**src/rtl/if_fetch_queue.sv**
```systemverilog
// Purpose : RV32 instruction-fetch front end; owns the fetch PC, issues imem requests, buffers {pc, inst} pairs.
// Latency : first out_valid 2 cycles after rst rises (ack in the request cycle), then one instruction per cycle.
// Backpress: out_ready=0 holds the head stable; fetching pauses once the queue holds DEPTH entries.
//
// Ports:
//   clk, rst                 clock; asynchronous active-low reset
//   redirect_valid/_pc       EX branch/jump redirect (1-cycle pulse); flushes the queue
//   imem_req/_addr           outstanding fetch request and its address (stable until ack)
//   imem_ack/_rdata          memory response; may arrive in the cycle imem_req first rises
//   out_valid/_pc/_inst      head of the queue (first-word fall-through)
//   out_ready                IF/ID accepts the head; 0 = hazard stall
module if_fetch_queue #(
   parameter int          DEPTH    = 4,
   parameter logic [31:0] RESET_PC = 32'h0000_0000
) (
   input  logic        clk,
   input  logic        rst,
   input  logic        redirect_valid,
   input  logic [31:0] redirect_pc,
   output logic        imem_req,
   output logic [31:0] imem_addr,
   input  logic        imem_ack,
   input  logic [31:0] imem_rdata,
   output logic        out_valid,
   output logic [31:0] out_pc,
   output logic [31:0] out_inst,
   input  logic        out_ready
);

   localparam int AW = $clog2(DEPTH);
   localparam int CW = AW + 1;

   typedef enum logic [1:0] {
      IDLE  = 2'd0,
      WAIT  = 2'd1,
      DRAIN = 2'd2
   } state_t;

   state_t          state;
   logic [31:0]     fpc;
   logic [31:0]     req_addr;
   logic [CW-1:0]   count;
   logic [AW-1:0]   rd_ptr;
   logic [AW-1:0]   wr_ptr;
   logic [31:0]     pc_mem   [DEPTH];
   logic [31:0]     inst_mem [DEPTH];

   logic            push;
   logic            pop;
   logic [CW-1:0]   count_next;
   logic [31:0]     redirect_tgt;
   logic [31:0]     fpc_inc;

   // Low two bits of the target are dropped: instructions are word aligned.
   assign redirect_tgt = redirect_pc & ~32'h0000_0003;
   assign fpc_inc      = fpc + 32'd4;

   assign pop        = out_valid & out_ready;
   // A response that coincides with a redirect is stale and never enters the queue.
   assign push       = (state == WAIT) & imem_ack & ~redirect_valid;
   assign count_next = count + CW'(push) - CW'(pop);

   assign imem_req  = (state != IDLE);
   assign imem_addr = req_addr;

   assign out_valid = (count != '0);
   assign out_pc    = out_valid ? pc_mem[rd_ptr]   : '0;
   assign out_inst  = out_valid ? inst_mem[rd_ptr] : '0;

   // Queue storage needs no reset: entries are only visible once count covers them.
   always_ff @(posedge clk) begin
      if (push) begin
         pc_mem[wr_ptr]   <= req_addr;
         inst_mem[wr_ptr] <= imem_rdata;
      end
   end

   always_ff @(posedge clk or negedge rst) begin
      if (!rst) begin
         state    <= IDLE;
         fpc      <= RESET_PC;
         req_addr <= '0;
         count    <= '0;
         rd_ptr   <= '0;
         wr_ptr   <= '0;
      end else begin
         // Queue bookkeeping: a redirect empties the queue and beats any same-cycle pop.
         if (redirect_valid) begin
            count  <= '0;
            rd_ptr <= '0;
            wr_ptr <= '0;
         end else begin
            count <= count_next;
            if (push) wr_ptr <= wr_ptr + AW'(1);
            if (pop)  rd_ptr <= rd_ptr + AW'(1);
         end

         case (state)
            IDLE: begin
               if (redirect_valid) begin
                  fpc <= redirect_tgt;
               end else if (count < CW'(DEPTH)) begin
                  // Space check uses the current count; a pop this cycle only helps next cycle.
                  req_addr <= fpc;
                  state    <= WAIT;
               end
            end
            WAIT: begin
               if (imem_ack) begin
                  if (redirect_valid) begin
                     fpc   <= redirect_tgt;
                     state <= IDLE;
                  end else begin
                     fpc <= fpc_inc;
                     // Keep requesting back-to-back while the queue still has room after this push.
                     if (count_next < CW'(DEPTH)) begin
                        req_addr <= fpc_inc;
                     end else begin
                        state <= IDLE;
                     end
                  end
               end else if (redirect_valid) begin
                  // The memory still owes a response; wait it out and throw it away.
                  fpc   <= redirect_tgt;
                  state <= DRAIN;
               end
            end
            DRAIN: begin
               if (redirect_valid) fpc <= redirect_tgt;
               if (imem_ack)       state <= IDLE;
            end
            default: state <= IDLE;
         endcase
      end
   end

endmodule

```
**config.mk**
```make
export PLATFORM = sky130hd
export DESIGN_NAME = if_fetch_queue
export DESIGN_NICKNAME = d
export VERILOG_FILES = /design/src/rtl/if_fetch_queue.sv
export SDC_FILE = /design/constraint.sdc
export NUM_CORES = 1
export LEC_CHECK = 0
export CAP_MARGIN = 5
export CORE_MARGIN = 3
export CORE_UTILIZATION = 40
export DETAILED_ROUTE_END_ITERATION = 16
export DONT_BUFFER_PORTS = 1
export PLACE_DENSITY = 0.6
export RECOVER_POWER = 50
export SYNTH_ARGS = -nofsm -noshare
export SYNTH_HDL_FRONTEND = slang
export SYNTH_SLANG_ARGS = --single-unit
```
**constraint.sdc**
```tcl
create_clock -name clk -period 4.55 [get_ports clk]
set_clock_uncertainty 0.05 [all_clocks]
set_input_delay 1.365 -clock clk [delete_from_list [all_inputs] [get_ports clk]]
set_output_delay 1.365 -clock clk [all_outputs]
set_load 0.01 [all_outputs]
```
# ---- Word-level counts from Yosys, hierarchy flattened
# Memory sizes are Yosys's and may differ from the RTL's.
# Index checks and enable logic that the tools add are counted.
# Widths: inputs -> output; s select.
dict set report classes {
  add_sub_neg 5
  order_cmp 2
  eq_ne 10
  n_mux 27
  bitwise_logic 4
  reduce_logical 10
}
# operator n
set ops {}
lappend ops {{$mux 32} 10}
lappend ops {{$pmux 32 s2} 2}
lappend ops {{$add 32x3->32 const B} 1}
lappend ops {{$mux 2} 11}
lappend ops {{$ne 2x2->1 const B} 5}
lappend ops {{$reduce_bool 2->1} 5}
lappend ops {{$lt 3x3->1 const B} 2}
lappend ops {{$ne 3x3->1 const B} 2}
lappend ops {{$pmux 2 s3} 1}
lappend ops {{$reduce_and 6->1} 1}
lappend ops {{$reduce_and 5->1} 1}
lappend ops {{$add 2x1->2 const B} 2}
lappend ops {{$add 3x1->3} 1}
lappend ops {{$and 1x1->1} 3}
lappend ops {{$mux 3} 1}
lappend ops {{$reduce_bool 3->1} 1}
lappend ops {{$sub 3x1->3} 1}
lappend ops {{$eq 2x1->1 const B} 1}
lappend ops {{$eq 2x2->1 const B} 1}
lappend ops {{$logic_not 2->1} 1}
lappend ops {{$mux 1} 2}
lappend ops {{$ne 2x1->1 const B} 1}
lappend ops {{$reduce_or 2->1} 1}
lappend ops {{$not 1->1} 1}
dict set report totals {
  ff_bits 73
  ram_bits 256
  inputBits 69
  output_inout_bits 98
  wordCells 66
  n_memories 2
}
# memory depth width read_ports rd_ports_with_merged_regs write_ports line_no
set memory_table {}
lappend memory_table {inst_mem 4 32 1 0 1 46} ;# logic [31:0] inst_mem [DEPTH];
lappend memory_table {pc_mem 4 32 1 0 1 45} ;# logic [31:0] pc_mem [DEPTH];

# ---- Longest topological paths before layout
# Gate-level depths: netlist (run 1).
dict set report logic_depth {
  depth_word 10
  ltp_mapped 16
}

# ---- Least setup slack after synthesis (run 1)
# No wires, ideal clock.
dict set report synth_timing {
  kind {input -> register}
  start {input port redirect_valid}
  end {register req_addr[10] (netlist: imem_addr[10])}
  t_arrival_ps 4266
  t_required_ps 4363
  setup_slack_ps 97
  path_stages 15
  cell_sequence {clkbuf_1 nor3_2 inv_1 clkbuf_1 buf_1 ha_1 inv_1 ha_1 inv_1 fa_1 xnor2_1 nand4_1 o311ai_2 clkbuf_1 a21oi_1}
}
dict set report synth_via {
  elab_chain_cells 7
}
# item line_no
set synth_lines {}
lappend synth_lines {{start: declaration} 18} ;# input logic redirect_valid,
lappend synth_lines {{$not 1->1} 60} ;# assign push = (state == WAIT) & imem_ack & ~redirect_valid;
lappend synth_lines {{$and 1x1->1} 60}
lappend synth_lines {{$add 3x1->3} 61} ;# assign count_next = count + CW'(push) - CW'(pop);
lappend synth_lines {{$sub 3x1->3} 61}
lappend synth_lines {{$lt 3x3->1} 116} ;# if (count_next < CW'(DEPTH)) begin
lappend synth_lines {{$ne 2x1->1 (no source line)} n/a}
lappend synth_lines {{$reduce_and 6->1 (no source line) (*)} n/a}
lappend synth_lines {{end signal: assignment} 104} ;# req_addr <= fpc;
lappend synth_lines {{end signal: assignment} 117} ;# req_addr <= fpc_inc;
lappend synth_lines {{end: declaration} 41} ;# logic [31:0] req_addr;
# Mark *: on every way between the ends. The rest lies on a longest branch, timed or not.
# A chain may end at the register's enable or synchronous reset.

# ---- Worst setup path after layout (run 1)
dict set report layout_timing {
  start {register rd_ptr[0]}
  end {output port out_inst[7]}
}
dict set report layout_via {
  elab_chain_cells 2
}
# item line_no
set layout_lines {}
lappend layout_lines {{start: declaration} 43} ;# logic [AW-1:0] rd_ptr;
lappend layout_lines {{start signal: assignment} 95} ;# if (pop) rd_ptr <= rd_ptr + AW'(1);
lappend layout_lines {{$mem_v2 4x32} n/a}
lappend layout_lines {{$mux 32} 68} ;# assign out_inst = out_valid ? inst_mem[rd_ptr] : '0;
lappend layout_lines {{end: declaration} 26} ;# output logic [31:0] out_inst,
# No other way between the ends.

==> results.md, run 1 <==
- Port Buffers: 0
- Hpwl dp: 19540 um
- CTS tree: yes
- Worst hold start: fpc[1]
- Tmin final: 3844 ps
- Busiest grt layer: met2
- RSZ-0062 raised after global routing: false
- Syn Inst Count: 909
- Mean Syn Cell Area: 15.38 um^2
- Syn nets: 986
- Power, Total: around 0.009 W
- Synth warn: 0
- Final Hold Slack: roughly 430 ps
- Status: finished, final reports clean
- Critical R2R Launch: count[2]
- Synth area leaders: edfxtp_1 (55%), dfrtp_1 (13%), mux4_2 (10%)
- Worst IR Drop VDD: 0.2601 mV
- Io pins: ~170
- Data required, critical path: 3130 ps
- Worst-path cell chain: buf_4 > mux4_2 > and2_1
- Via count: 7649
- Critical path class: flop to output pin
- Maximum fanout along the worst path: 28
- # rows: 67
- TritonCTS Buffers: 36
- Peak Freq: 260.1 MHz
- CTS Sinks: roughly 330
- Crit path DAT: 2430 ps
- Final Max Slew Viols: 0
- ANT cells: 0
- Worst-margin pin slew: between 1000 and 1500 ps
- Final antenna-violating net count: 0
- Synth async-reset ratio: 0.2219
- Final nets: 983
- Dominant synthesized flop cell: edfxtp_1
- Layout cells sized above 1: 0.1660
- DRT iter0 DRCs: 409
- Hold-fix buffers at CTS: 0
- Min-Delay Path Depth: 1
- CTS root buffer: clkbuf_16
- Setup Buffers After CTS: 0
- First-pass GRT wire length: between 40000 and 50000 um
- CP Launch Type: flop
- Yosys reg bits: between 300 and 400
- Sum Neg Setup Slack: 0 ps
- Post-synth EDFFs: 256
- Routed WL: 30780 um
- Clk buf depth: 3
- GR Layer Usage met3: 0.05213
- WL per Instance: roughly 22 um
- Worst-Skew Late Latency: 510 ps
- Vias in the first global route: slightly below 8000
- Remaining DRCs: 0
- Hold Vio Cnt, Final: 0
- Post-synth cell types: 58
- Most common library cells after synthesis: edfxtp_1 (256), dfrtp_1 (73), and2_1 (70)
- Pwr dens: 587.4 mW/mm^2
- Top cell type's share of synthesized area: 0.5500
- Clock transition at the registers of the reported paths: 60 ps
- Final period util: 0.8449
- Total GRT Usage: 0.1677
- GRT Residual Overflow: 0
- Rel. slew slack: 0.06336
- Largest net degree at the start of global routing: 74
- Post-synthesis sequential area ratio: 0.6808
- DP Area: approximately 0.015 mm^2
- Final Util: 0.4628
- Total of max-cap violations: 0
- Drt pass-1 iters: 5
- Placer Congestion: 0.8093
- CTS H-tree depth: 2
- Worst-case reg-to-reg path depth: 13
- Tightest Hold Check Type: flop to flop
- Chip height: approximately 190 um
- Die area: 0.03722 mm^2
- Worst path slowest cell: dfrtp_4
- Count of final setup violators: 0
- Area Overhead vs Synth: 12.43%
- R2R setup slack: 1100 ps
- Max incr delay on CP: 840 ps
- Dominant cell type by area after synthesis: edfxtp_1
- Met1 Use GR: 0.2268
- Post-CTS sizing: 0
- Starting Density: 0.4116
- Crit. End Element: output pin
- Crit Reg-Reg Endpoint: imem_addr[20]
- DR vias/cell: 5.535
- Core area: 0.03395 mm^2
- Met2 Track Usage GR: 0.2694
- Antenna violations before repair: 1
- Most common cell in the netlist: edfxtp_1
- Lkg Pwr: 5.156 nW
- Hold Crit Endpoint: fpc[1]
- Die width: 192.9 um
- Fin area: ~0.016 mm^2
- Synth Cell Area: 0.01398 mm^2
==> placed cells by master, fill, tap and decap left out, types with 7 or more instances in the layout <==
master / n
nor3_1: 8
dfrtp_1: 71
nand2b_1: 12
edfxtp_1: 256
o21ai_0: 19
buf_12: 7
ha_1: 7
nand3_1: 25
o22ai_1: 23
inv_1: 9
nor2_1: 69
clkbuf_16: 38
xnor2_1: 19
xor2_1: 25
buf_4: 13
and2_1: 66
mux4_2: 64
nand4_1: 13
nand2_1: 34
clkbuf_1: 11
a21oi_1: 55
clkinv_1: 7
==> cell type report <==
class                           count  area, um^2
Inverter                            9       33.78
Fill cell                        2976       18240
Sequential cell                   329        9522
Clock buffer                       48       988.4
Timing Repair Buffer               21       241.5
Multi-Input combinational cell    509        4195
Clock inverter                     18       171.4
Tap cell                          448       560.5
==> report_power, final <==
group | total [W] | internal [W] | switching, W
Clock | 0.00282 | 0.00170 | 0.00111
Combinational | 0.00204 | 0.000895 | 0.00115
Sequential | 0.00437 | 0.00371 | 0.000661
==> registers in the layout, indices dropped and copies added (netlist names) <==
register	cells
inst_mem	128
pc_mem	128
fpc	32
imem_addr	32
count	3
rd_ptr	2
state	2
wr_ptr	2
==> critical path, delay by kind of cell (launching register included) <==
family	cells	cell delay, ps
flops	1	840
buf+inv	1	320
simple gates	1	210
mux	1	520
==> logic make-up (layout without fill, tap and decap cells) <==
kind of cell,after synthesis,in the layout,synth area share
simple gates,263,263,0.1026
buf+inv,71,96,0.02095
mux,69,69,0.1069
fa+ha+maj,8,8,0.007699
flops,329,329,0.6808
xor+xnor,44,44,0.02757
compound gates,125,125,0.05354
==> metrics by stage <==
| step | instances | worst slack [ps] |
|---|---|---|
| final | 1382 | 705.7 |
| after global routing | 1382 | 554.9 |
| after CTS | 1382 | 619.4 |
| after detailed placement | 1316 | 521.5 |
| after global placement | 1316 | 608.0 |
| after floorplan | 909 | 97.47 |
==> per-layer routing <==
layer  vias to the layer above  wire [um]
met1                      3925      13330
met5                         -          9
met2                       217      14520
met4                         2        408
met3                        38       2509
li1                       3467          -
==> worst max path at each step <==
stage	start	endpoint	cells past startpoint
finish	rd_ptr[0]	out_inst[7]	3
global route	rd_ptr[0]	out_inst[9]	3
CTS	rd_ptr[0]	out_inst[7]	3
detailed placement	imem_ack	imem_addr[3]	14
global placement	imem_ack	imem_addr[3]	14
floorplan	redirect_valid	imem_addr[10]	15
(Power assumes the default switching activity.)
==> run 2: changes to the inputs <==
--- a/config.mk
+++ b/config.mk
@@ -10,7 +10,7 @@
 export CORE_UTILIZATION = 40
 export DETAILED_ROUTE_END_ITERATION = 16
 export DONT_BUFFER_PORTS = 1
-export PLACE_DENSITY = 0.6
+export PLACE_DENSITY = 0.62
 export RECOVER_POWER = 50
 export SYNTH_ARGS = -nofsm -noshare
 export SYNTH_HDL_FRONTEND = slang
==> constraint.sdc (replaced) <==
create_clock -name clk -period 3.14 [get_ports clk]
set_clock_uncertainty 0.05 [all_clocks]
set_input_delay 0.942 -clock clk [delete_from_list [all_inputs] [get_ports clk]]
set_output_delay 0.942 -clock clk [all_outputs]
set_load 0.01 [all_outputs]
==> results.md, run 2 (same netlist as run 1, synthesis figures left out) <==
- Status: finished, final reports clean
- Via count: 7677 (+0.37%)
- CTS H-tree depth: 2 (unchanged)
- Final nets: 999 (+1.6%)
- CTS tree: yes
- Drt pass-1 iters: 5 (unchanged)
- Tightest Hold Check Type: input pin to async pin
- Chip height: 192.9 um (unchanged)
- Starting Density: 0.4116 (unchanged)
- Critical path class: flop to output pin
- Antenna violations before repair: 0 (-1)
- Maximum fanout along the worst path: 23 (-18%)
- CP Launch Type: flop
- Final antenna-violating net count: 0 (unchanged)
- Clk buf depth: 3 (unchanged)
- Critical R2R Launch: count[2]
- Hpwl dp: 19410 um (-0.67%)
- Post-placement cell count: 1324 (+0.61%)
- Lkg Pwr: 5.287 nW (+2.5%)
- Crit path DAT: 2060 ps (-370 ps)
- Area Overhead vs Synth: 14.86%
- Worst IR Drop VDD: 0.6385 mV (+150%)
- Rel. slew slack: 0.2781 (+0.2147)
- # rows: 67 (unchanged)
- GRT Residual Overflow: 0 (unchanged)
- Fill cells: 2920 (-1.9%)
- Port Buffers: 0 (unchanged)
- Layout cells sized above 1: 0.1958 (+0.02984)
- Crit Reg-Reg Endpoint: imem_addr[0]
- Vias in the first global route: 7808 (-0.55%)
- Post-route insts no fill: 1398 (+1.2%)
- Total of max-cap violations: 0 (unchanged)
- Core area: 0.03395 mm^2 (unchanged)
- Worst-margin pin slew: 1083 ps (-307.3 ps)
- CTS Sinks: 329 (unchanged)
- Tmin final: 3050 ps
- First-pass GRT wire length: 47490 um (-0.62%)
- Crit. End Element: output pin
- Placer Congestion: 0.8418 (+4.0%)
- DR vias/cell: 5.491 (-0.78%)
- TritonCTS Buffers: 37 (+2.8%)
- CTS root buffer: clkbuf_16
- Hold Vio Cnt, Final: 0 (unchanged)
- Largest net degree at the start of global routing: 74 (unchanged)
- Count of final setup violators: 0 (unchanged)
- Final period util: 0.9714
- Multi-input gate area: 0.004274 mm^2 (+1.9%)
- Worst-Skew Late Latency: 520 ps (about the same)
- Power, Total: 0.01388 W (+50%)
- ANT cells: 0 (unchanged)
- Routed WL: 31530 um (+2.4%)
- WL per Instance: 22.55 um (+1.3%)
- R2R setup slack: 90 ps (-1010 ps)
- Final Max Slew Viols: 0 (unchanged)
- Hold-fix buffers at CTS: 0 (unchanged)
- Data required, critical path: 2150 ps (-980 ps)
- Largest regs: inst_mem (128), pc_mem (128)
- Pwr dens: 864.3 mW/mm^2 (+47%)
- Die area: 0.03722 mm^2 (unchanged)
- Total GRT Usage: 0.1673 (-0.0004520)
- Most frequent cells in the layout: edfxtp_1 (256), dfrtp_1 (71), nor2_1 (69)
- Clock transition at the registers of the reported paths: 60 ps (about the same)
- RSZ-0062 raised after global routing: true
- Remaining DRCs: 0 (unchanged)
- Die width: 192.9 um (unchanged)
- Worst-case reg-to-reg path depth: 13 (unchanged)
- Peak Freq: between 300 and 400 MHz
- DRT iter0 DRCs: 408 (-0.24%)
- Io pins: 167 (unchanged)
- Commonest non-fill, non-tap cell in the layout: edfxtp_1
- Register area: 0.009522 mm^2 (unchanged)
run 2: cell types whose count changed in the layout (fill, tap and decap cells not counted), sizes merged:
cell	delta
inv	+2
clkinvlp	+4
clkbuf	+2
clkinv	-5
bufinv	+1
buf	+12
run 2: cell type report:
type	count	share of cell area
Sequential cell	329	0.5931
Inverter	9	0.002104
Clock buffer	47	0.06126
Timing Repair Buffer	36	0.02923
Multi-Input combinational cell	509	0.2663
Tap cell	448	0.03492
Clock inverter	20	0.01309
run 2: report_power, final:
part	internal [W]	total, W	switching (W)
logic	0.00156	0.00344	0.00188
clock network	0.00255	0.00420	0.00165
registers	0.00538	0.00623	0.000854
run 2: worst max-delay path by stage:
stage	from	end	slack, ps
2_1_floorplan	redirect_valid	imem_addr[0]	-420
3_3_place_gp	imem_ack	imem_addr[27]	-90
3_5_place_dp	imem_ack	imem_addr[27]	-130
4_1_cts	rd_ptr[0]	out_pc[30]	-30
5_1_grt	rd_ptr[0]	out_pc[30]	-6
6_report	rd_ptr[0]	out_pc[31]	90
run 2: metrics by stage:
stage | setup TNS (ps) | hold WS [ps] | util | setup slack [ps] | instance area [um^2]
finish | 0 | 68.71 | 0.4728 | 89.81 | 16050
global route | -12.87 | 35.25 | 0.4728 | -6.475 | 16050
CTS | -94.91 | 42.16 | 0.4694 | -26.46 | 15940
detailed placement | -3166 | 425.2 | 0.4332 | -129.6 | 14710
global placement | -2246 | 420.5 | 0.4332 | -90.03 | 14710
floorplan | -13170 | 403.8 | - | -422.8 | 14120
run 2: critical path: stages (launching register included):
cell and delay [ps]:
dfrtp_4 500, buf_16 240, mux4_2 520, and2_1 250
run 2: layer usage:
metal,GRT usage,wire length [um]
met1,0.2216,13250
met2,0.2685,14940
met3,0.05886,2838
met4,0.03727,494
met5,0,0
run 2: timing repair:
action,in CTS,in global routing
pin swaps,0,4
setup endpoints to repair,24,79
gates cloned,0,2
gates resized for setup,6,7
setup buffers,1,4
